--- config.mk ---
export PLATFORM = sky130hd
export DESIGN_NAME = adder_arbiter
export DESIGN_NICKNAME = d
export VERILOG_FILES = /design/src/rtl/adder_pkg.sv /design/src/rtl/CarryLookAheadAdder2.sv /design/src/rtl/adder_arbiter_rr_picker.sv /design/src/rtl/adder_arbiter.sv
export SDC_FILE = /design/constraint.sdc
export NUM_CORES = 1
export LEC_CHECK = 0
export CAP_MARGIN = 10
export CORE_MARGIN = 2
export CORE_UTILIZATION = 24
export DETAILED_ROUTE_END_ITERATION = 10
export HOLD_SLACK_MARGIN = 0.1
export PLACE_DENSITY = 0.59
export SLEW_MARGIN = 0
export SYNTH_ARGS = -nofsm -noshare
export SYNTH_HDL_FRONTEND = slang
export SYNTH_SLANG_ARGS = --single-unit
export TNS_END_PERCENT = 20
--- constraint.sdc ---
create_clock -name clk -period 3.7 [get_ports clk]
set_input_delay 0.925 -clock clk [delete_from_list [all_inputs] [get_ports clk]]
set_output_delay 0.925 -clock clk [all_outputs]
set_load 0.01 [all_outputs]
--- src/rtl/adder_pkg.sv ---
// Shared definitions for the adder wrappers: FSM encoding, default widths
// and the signed-overflow flag helper.
package adder_pkg;

    localparam int DEFAULT_WIDTH = 32;
    localparam int DEFAULT_CNTW  = 16;

    typedef enum logic [1:0] {
        IDLE = 2'd0,
        CALC = 2'd1,
        RESP = 2'd2
    } state_e;

    typedef struct packed {
        logic pos;
        logic neg;
    } ovf_flags_t;

    // Overflow is only possible when both operands share a sign and the sum does not.
    function automatic ovf_flags_t ovf_flags(input logic a_msb, input logic b_msb,
                                             input logic s_msb);
        ovf_flags_t f;
        f.pos = ~a_msb & ~b_msb & s_msb;
        f.neg = a_msb & b_msb & ~s_msb;
        return f;
    endfunction

endpackage

--- src/rtl/CarryLookAheadAdder2.sv ---
// Carry-lookahead adder: 4-bit lookahead groups chained group to group.
// WIDTH must be a multiple of 4.
module CarryLookAheadAdder2 #(
    parameter int WIDTH = 32
) (
    input  logic [WIDTH-1:0] A,
    input  logic [WIDTH-1:0] B,
    input  logic             Cin,
    output logic [WIDTH-1:0] S,
    output logic             Cout
);

    localparam int NBLK = WIDTH / 4;

    logic [3:0] g;
    logic [3:0] p;
    logic       carry;
    logic       c1;
    logic       c2;
    logic       c3;

    // NOTE: every variable written in a combinational block gets a default
    // before any conditional or loop code, so no path can infer a latch.
    always_comb begin
        g     = '0;
        p     = '0;
        c1    = 1'b0;
        c2    = 1'b0;
        c3    = 1'b0;
        carry = Cin;
        S     = '0;
        for (int k = 0; k < NBLK; k++) begin
            g  = A[4*k +: 4] & B[4*k +: 4];
            p  = A[4*k +: 4] ^ B[4*k +: 4];
            c1 = g[0] | (p[0] & carry);
            c2 = g[1] | (p[1] & g[0]) | (p[1] & p[0] & carry);
            c3 = g[2] | (p[2] & g[1]) | (p[2] & p[1] & g[0]) | (p[2] & p[1] & p[0] & carry);
            S[4*k +: 4] = p ^ {c3, c2, c1, carry};
            carry = g[3] | (p[3] & g[2]) | (p[3] & p[2] & g[1])
                  | (p[3] & p[2] & p[1] & g[0]) | ((&p) & carry);
        end
        Cout = carry;
    end

endmodule

--- src/rtl/adder_arbiter_rr_picker.sv ---
// Round-robin picker: first asserted request at or above the pointer,
// wrapping modulo NREQ. Purely combinational.
module rr_picker #(
    parameter int NREQ = 4,
    parameter int IDW  = 2
) (
    input  logic [NREQ-1:0] req_valid,
    input  logic [IDW-1:0]  ptr,
    output logic [NREQ-1:0] grant,
    output logic [IDW-1:0]  grant_idx,
    output logic            any_valid
);

    int idx;

    always_comb begin
        grant     = '0;
        grant_idx = '0;
        any_valid = 1'b0;
        idx       = 0;
        for (int off = 0; off < NREQ; off++) begin
            idx = int'(ptr) + off;
            if (idx >= NREQ) begin
                idx = idx - NREQ;
            end
            if (!any_valid && req_valid[idx]) begin
                any_valid      = 1'b1;
                grant[idx]     = 1'b1;
                grant_idx      = IDW'(idx);
            end
        end
    end

endmodule

--- src/rtl/adder_arbiter.sv ---
// Shares one carry-lookahead adder between NREQ requesters with round-robin
// arbitration; results carry the owner id and signed overflow flags.
module adder_arbiter
    import adder_pkg::*;
#(
    parameter int WIDTH = DEFAULT_WIDTH,
    parameter int NREQ  = 4,
    parameter int IDW   = 2,
    parameter int CNTW  = DEFAULT_CNTW
) (
    input  logic                  clk,
    input  logic                  rst_n,
    input  logic [NREQ-1:0]       reqValid,
    output logic [NREQ-1:0]       reqReady,
    input  logic [NREQ*WIDTH-1:0] reqA,
    input  logic [NREQ*WIDTH-1:0] reqB,
    input  logic [NREQ-1:0]       reqCin,
    output logic                  rspValid,
    input  logic                  rspReady,
    output logic [IDW-1:0]        rspId,
    output logic [WIDTH-1:0]      rspS,
    output logic                  rspCout,
    output logic                  rspPosOverflow,
    output logic                  rspNegOverflow,
    output logic [CNTW-1:0]       ovfCount,
    output logic                  busy
);

    state_e           state_q,    state_d;
    logic [IDW-1:0]   ptr_q,      ptr_d;
    logic [WIDTH-1:0] a_q,        a_d;
    logic [WIDTH-1:0] b_q,        b_d;
    logic             cin_q,      cin_d;
    logic [IDW-1:0]   id_q,       id_d;
    logic [WIDTH-1:0] rsp_s_q,    rsp_s_d;
    logic [IDW-1:0]   rsp_id_q,   rsp_id_d;
    logic             rsp_cout_q, rsp_cout_d;
    logic             rsp_pos_q,  rsp_pos_d;
    logic             rsp_neg_q,  rsp_neg_d;
    logic [CNTW-1:0]  ovf_cnt_q,  ovf_cnt_d;

    logic [NREQ-1:0]  grant;
    logic [IDW-1:0]   grant_idx;
    logic             any_valid;
    logic [WIDTH-1:0] sum;
    logic             sum_cout;
    ovf_flags_t       flags;

    rr_picker #(
        .NREQ (NREQ),
        .IDW  (IDW)
    ) u_picker (
        .req_valid (reqValid),
        .ptr       (ptr_q),
        .grant     (grant),
        .grant_idx (grant_idx),
        .any_valid (any_valid)
    );

    CarryLookAheadAdder2 #(
        .WIDTH (WIDTH)
    ) u_adder (
        .A    (a_q),
        .B    (b_q),
        .Cin  (cin_q),
        .S    (sum),
        .Cout (sum_cout)
    );

    assign flags = ovf_flags(a_q[WIDTH-1], b_q[WIDTH-1], sum[WIDTH-1]);

    always_comb begin
        state_d    = state_q;
        ptr_d      = ptr_q;
        a_d        = a_q;
        b_d        = b_q;
        cin_d      = cin_q;
        id_d       = id_q;
        rsp_s_d    = rsp_s_q;
        rsp_id_d   = rsp_id_q;
        rsp_cout_d = rsp_cout_q;
        rsp_pos_d  = rsp_pos_q;
        rsp_neg_d  = rsp_neg_q;
        ovf_cnt_d  = ovf_cnt_q;
        reqReady   = '0;

        case (state_q)
            IDLE: begin
                reqReady = grant;
                if (any_valid) begin
                    a_d     = reqA[int'(grant_idx)*WIDTH +: WIDTH];
                    b_d     = reqB[int'(grant_idx)*WIDTH +: WIDTH];
                    cin_d   = reqCin[grant_idx];
                    id_d    = grant_idx;
                    ptr_d   = (grant_idx == IDW'(NREQ-1)) ? '0 : grant_idx + IDW'(1);
                    state_d = CALC;
                end
            end
            CALC: begin
                rsp_s_d    = sum;
                rsp_id_d   = id_q;
                rsp_cout_d = sum_cout;
                rsp_pos_d  = flags.pos;
                rsp_neg_d  = flags.neg;
                // Saturate: hold at all-ones rather than wrapping to zero.
                if ((flags.pos || flags.neg) && (ovf_cnt_q != '1)) begin
                    ovf_cnt_d = ovf_cnt_q + CNTW'(1);
                end
                state_d = RESP;
            end
            RESP: begin
                if (rspReady) begin
                    state_d = IDLE;
                end
            end
            default: state_d = IDLE;
        endcase
    end

    // NOTE: state registers use non-blocking assignments so every flop samples
    // pre-edge values regardless of block evaluation order.
    // NOTE: operand registers are reset along with control; an aborted
    // operation then leaves no stale operands visible after reset.
    always_ff @(posedge clk or negedge rst_n) begin
        if (!rst_n) begin
            state_q    <= IDLE;
            ptr_q      <= '0;
            a_q        <= '0;
            b_q        <= '0;
            cin_q      <= 1'b0;
            id_q       <= '0;
            rsp_s_q    <= '0;
            rsp_id_q   <= '0;
            rsp_cout_q <= 1'b0;
            rsp_pos_q  <= 1'b0;
            rsp_neg_q  <= 1'b0;
            ovf_cnt_q  <= '0;
        end else begin
            state_q    <= state_d;
            ptr_q      <= ptr_d;
            a_q        <= a_d;
            b_q        <= b_d;
            cin_q      <= cin_d;
            id_q       <= id_d;
            rsp_s_q    <= rsp_s_d;
            rsp_id_q   <= rsp_id_d;
            rsp_cout_q <= rsp_cout_d;
            rsp_pos_q  <= rsp_pos_d;
            rsp_neg_q  <= rsp_neg_d;
            ovf_cnt_q  <= ovf_cnt_d;
        end
    end

    assign rspValid       = (state_q == RESP);
    assign busy           = (state_q != IDLE);
    assign rspS           = rsp_s_q;
    assign rspId          = rsp_id_q;
    assign rspCout        = rsp_cout_q;
    assign rspPosOverflow = rsp_pos_q;
    assign rspNegOverflow = rsp_neg_q;
    assign ovfCount       = ovf_cnt_q;

endmodule

==> flow_summary_export.csv <==
group,metric,value,unit
layout,fin_nets,1598,
route,drt-initial-drc-count,309,
layout,antennaDiodeCount,0,
floorplan,die_h,191,µm
sta,hold_viol,0,
layout,area.sequential,3100,µm²
layout,multi_input_area,5080,µm²
place,io_buffers,325,
global_routing,grt_overflow,0,
place,pre_cts_ws,-0.427,ns
critical_path,cp_max_fo,5,
floorplan,die_x,191,µm
layout,instances_no_fill,1752,
cts,cts-root-buf,"clkbuf_16",
floorplan,coreArea,34500,µm²
global_routing,grt_antenna_before_repair,0,
layout,area_growth,56.5,%
synth,synth_edf_count,0,
worst_hold_path,hp-start,"rspS[8]$_DFFE_PN0P_",
cts,cts_inserted_buffers,17,
critical_path,arrival,2.63,ns
sta,setup_viol,0,
cts,cts_tree,"yes",
floorplan,fp-row-count,68,
power_and_ir_drop,leakage,0.00572,µW
sta,worst_slew_pin_slew,0.681,ns
global_routing,grt_max_degree,77,
critical_path,worst_setup_path_start_kind,"input pin",
sta,finalCriticalPeriod,3.56,ns
sta,tns,0,ns
sta,fin_crit_sh,96.2,%
layout,fillers,3515,
layout,final_cell_mix,"316 x clkdlybuf4s50_1, 202 x nand2_1, 124 x dfrtp_1",
synth,avgSynthCellArea,8.78,µm²
synth,synth_top_area_share,36.8,%
route,postRouteAntennaNets,0,
route,drc,0,
floorplan,boundaryPins,326,
synth,seq_area_frac_synth,36.8,%
synth,netlist_top_cells_area,"dfrtp_1 37%, nand2_1 9.0%, a21o_1 6.1%",
layout,layout-drive-gt1-share,9.64,%
run_status,status,"complete, no violations",
synth,yosys.area.top_type,"dfrtp_1",
synth,synth-seq-cells,124,
synth,synth_cell_type_count,58,
route,wire_per_inst,16.2,µm
synth,synth_ff_type,"dfrtp_1",
cts,clk_pin_slew,0.06,ns
run,max_cap_violations,0,
synth,syn_nets,1273,
route,vias_per_cell,4.75,
place,dp.cells,1721,
route,routed_wl,28.5,mm
place,gp_congestion,0.801,
cts,clk_latency,0.42,ns
sta,fmax,0.281,GHz
critical_path,r2r_start,"a_q[13]$_DFFE_PN0P_",
synth,async_flop_share,100,%
route,num_vias,8314,
route,dr.pass1.iters,4,
sta,maxSlewHeadroom,54.6,%
power_and_ir_drop,powerDensity,936,nW/µm²
critical_path,worstPathRequired,2.77,ns
worst_hold_path,hold_class,"register to register",
cts,clock_path_buffers,2,
synth,syn_area,8430,µm²
critical_path,path_class,"input pin to output port",
cts,postCtsSetupBuffers,0,
global_routing,grtUsageTotal,15.3,%
global_routing,grt_pass1_wl,43.8,mm
floorplan,die_area,36600,µm²
synth,syn_inst,960,
sta,slew_viol_final,0,
cts,clock_sinks,124,
place,dp_hpwl,22.3,mm
sta,layout_setup_ws,0.141,ns
global_routing,grt_pass1_vias,8449,
floorplan,initial_core_util,24.4,%
synth,ys_warn_count,0,
cts,cts_htree_levels,4,
layout,final_common_cell,"clkdlybuf4s50_1",
sta,clock_skew,0.00847,ns
critical_path,crit_path_end_kind,"output port",
critical_path,timing.critical_path.from,"reqValid[2]",
power_and_ir_drop,ir_drop,0.495,mV
flip-flops by register name, indices dropped and copies added (netlist names), named ones only:
register and flops:
rspCout 1, rspS 32, ptr_q 1, ovfCount 16, id_q 2, rspId 2
a_q 32, b_q 32, rspNegOverflow 1, rspPosOverflow 1, state_q 2, cin_q 1
cells by family (layout without fill, tap and decap cells):
kind of cell             count (synthesis)  after routing  synth area share (%)
XOR/XNOR                                38             38                  3.95
adder cells (fa/ha/maj)                 46             46                  7.54
AO/OA/AOI/OAI                          313            313                  27.8
AND/OR/NAND/NOR                        334            334                  17.9
flip-flops                             124            124                  36.8
multiplexers                            12             12                  1.57
buffers and inverters                   93            430                  4.42
area by class of cell:
class                           count  share of cell area [%]
Clock buffer                       17                    3.23
Clock inverter                     14                    1.57
Inverter                           22                   0.626
Multi-Input combinational cell    743                    38.5
Sequential cell                   124                    23.5
Tap cell                          455                    4.32
Timing Repair Buffer              377                    28.2
where the power goes:
part	total, µW	switching, µW	leakage, µW	internal, µW
logic	8070	4350	0.00387	3730
registers	2450	429	0.00154	2020
clock network	1820	677	0.000306	1140
total	12300	5450	0.00572	6890
worst max-delay path: stages:
cell and delay, ns:
dlygate4sd2_1 0.30, mux2_4 0.31, nor2_1 0.12, a21oi_1 0.08, a21boi_4 0.17, a22oi_1 0.14, nor2_1 0.07, a221oi_2 0.18
nor2_1 0.06, dlygate4sd2_1 0.28
final timing paths:
check                                                end  slack (ns)  depth (start not counted)
worst max-delay path                         reqReady[3]        0.14                         10
worst min-delay path                 rspS[8]$_DFFE_PN0P_        0.48                          2
worst max register to register      rspS[24]$_DFFE_PN0P_        0.29                         11
worst min register to register       rspS[8]$_DFFE_PN0P_        0.48                          2
max in group asynchronous            a_q[12]$_DFFE_PN0P_        2.40                          2
min in group asynchronous       ovfCount[11]$_DFFE_PN0P_        0.49                          1
Yosys cell counts (4+ instances only):
master and n:
a2111oi_1 5, a211oi_1 65, a21o_1 69, a21oi_1 23, a221oi_1 4, a22oi_1 4, a311oi_1 58, and2_1 61
buf_2 10, clkbuf_1 56, dfrtp_1 124, fa_1 8, ha_1 38, inv_1 22, mux2_2 10, nand2_1 203
nand2b_1 5, nand3_1 23, nor2_1 20, o211ai_1 7, o21ai_0 45, o21bai_1 6, or2_2 4, xnor2_1 18
xor2_1 20
routing by layer:
metal  wire, µm  global-route usage [%]  share of wire, %
met1      12500                    19.1                44
met2      13900                    26.3                49
met3       1630                    3.51               5.7
met4        434                    3.99               1.5
met5          0                       0                 0
through the flow:
step                      utilization [%]  total power [µW]  area [µm²]  hold slack (ns)
after detailed placement             36.1             10500       12500            0.467
final                                38.2             12300       13200            0.476
after global routing                 38.2             13500       13200            0.499
after CTS                            38.0             12500       13100            0.481
after global placement               36.1             10400       12500            0.457
after floorplan                         -              7560        8430            0.446
what timing repair did:
action | CTS | global route
hold buffers | 0 | 0
pin swaps | 1 | 1
endpoints found under the setup margin | 4 | 5
gates resized for setup | 18 | 10
Power figures use the tool's default switching activity.
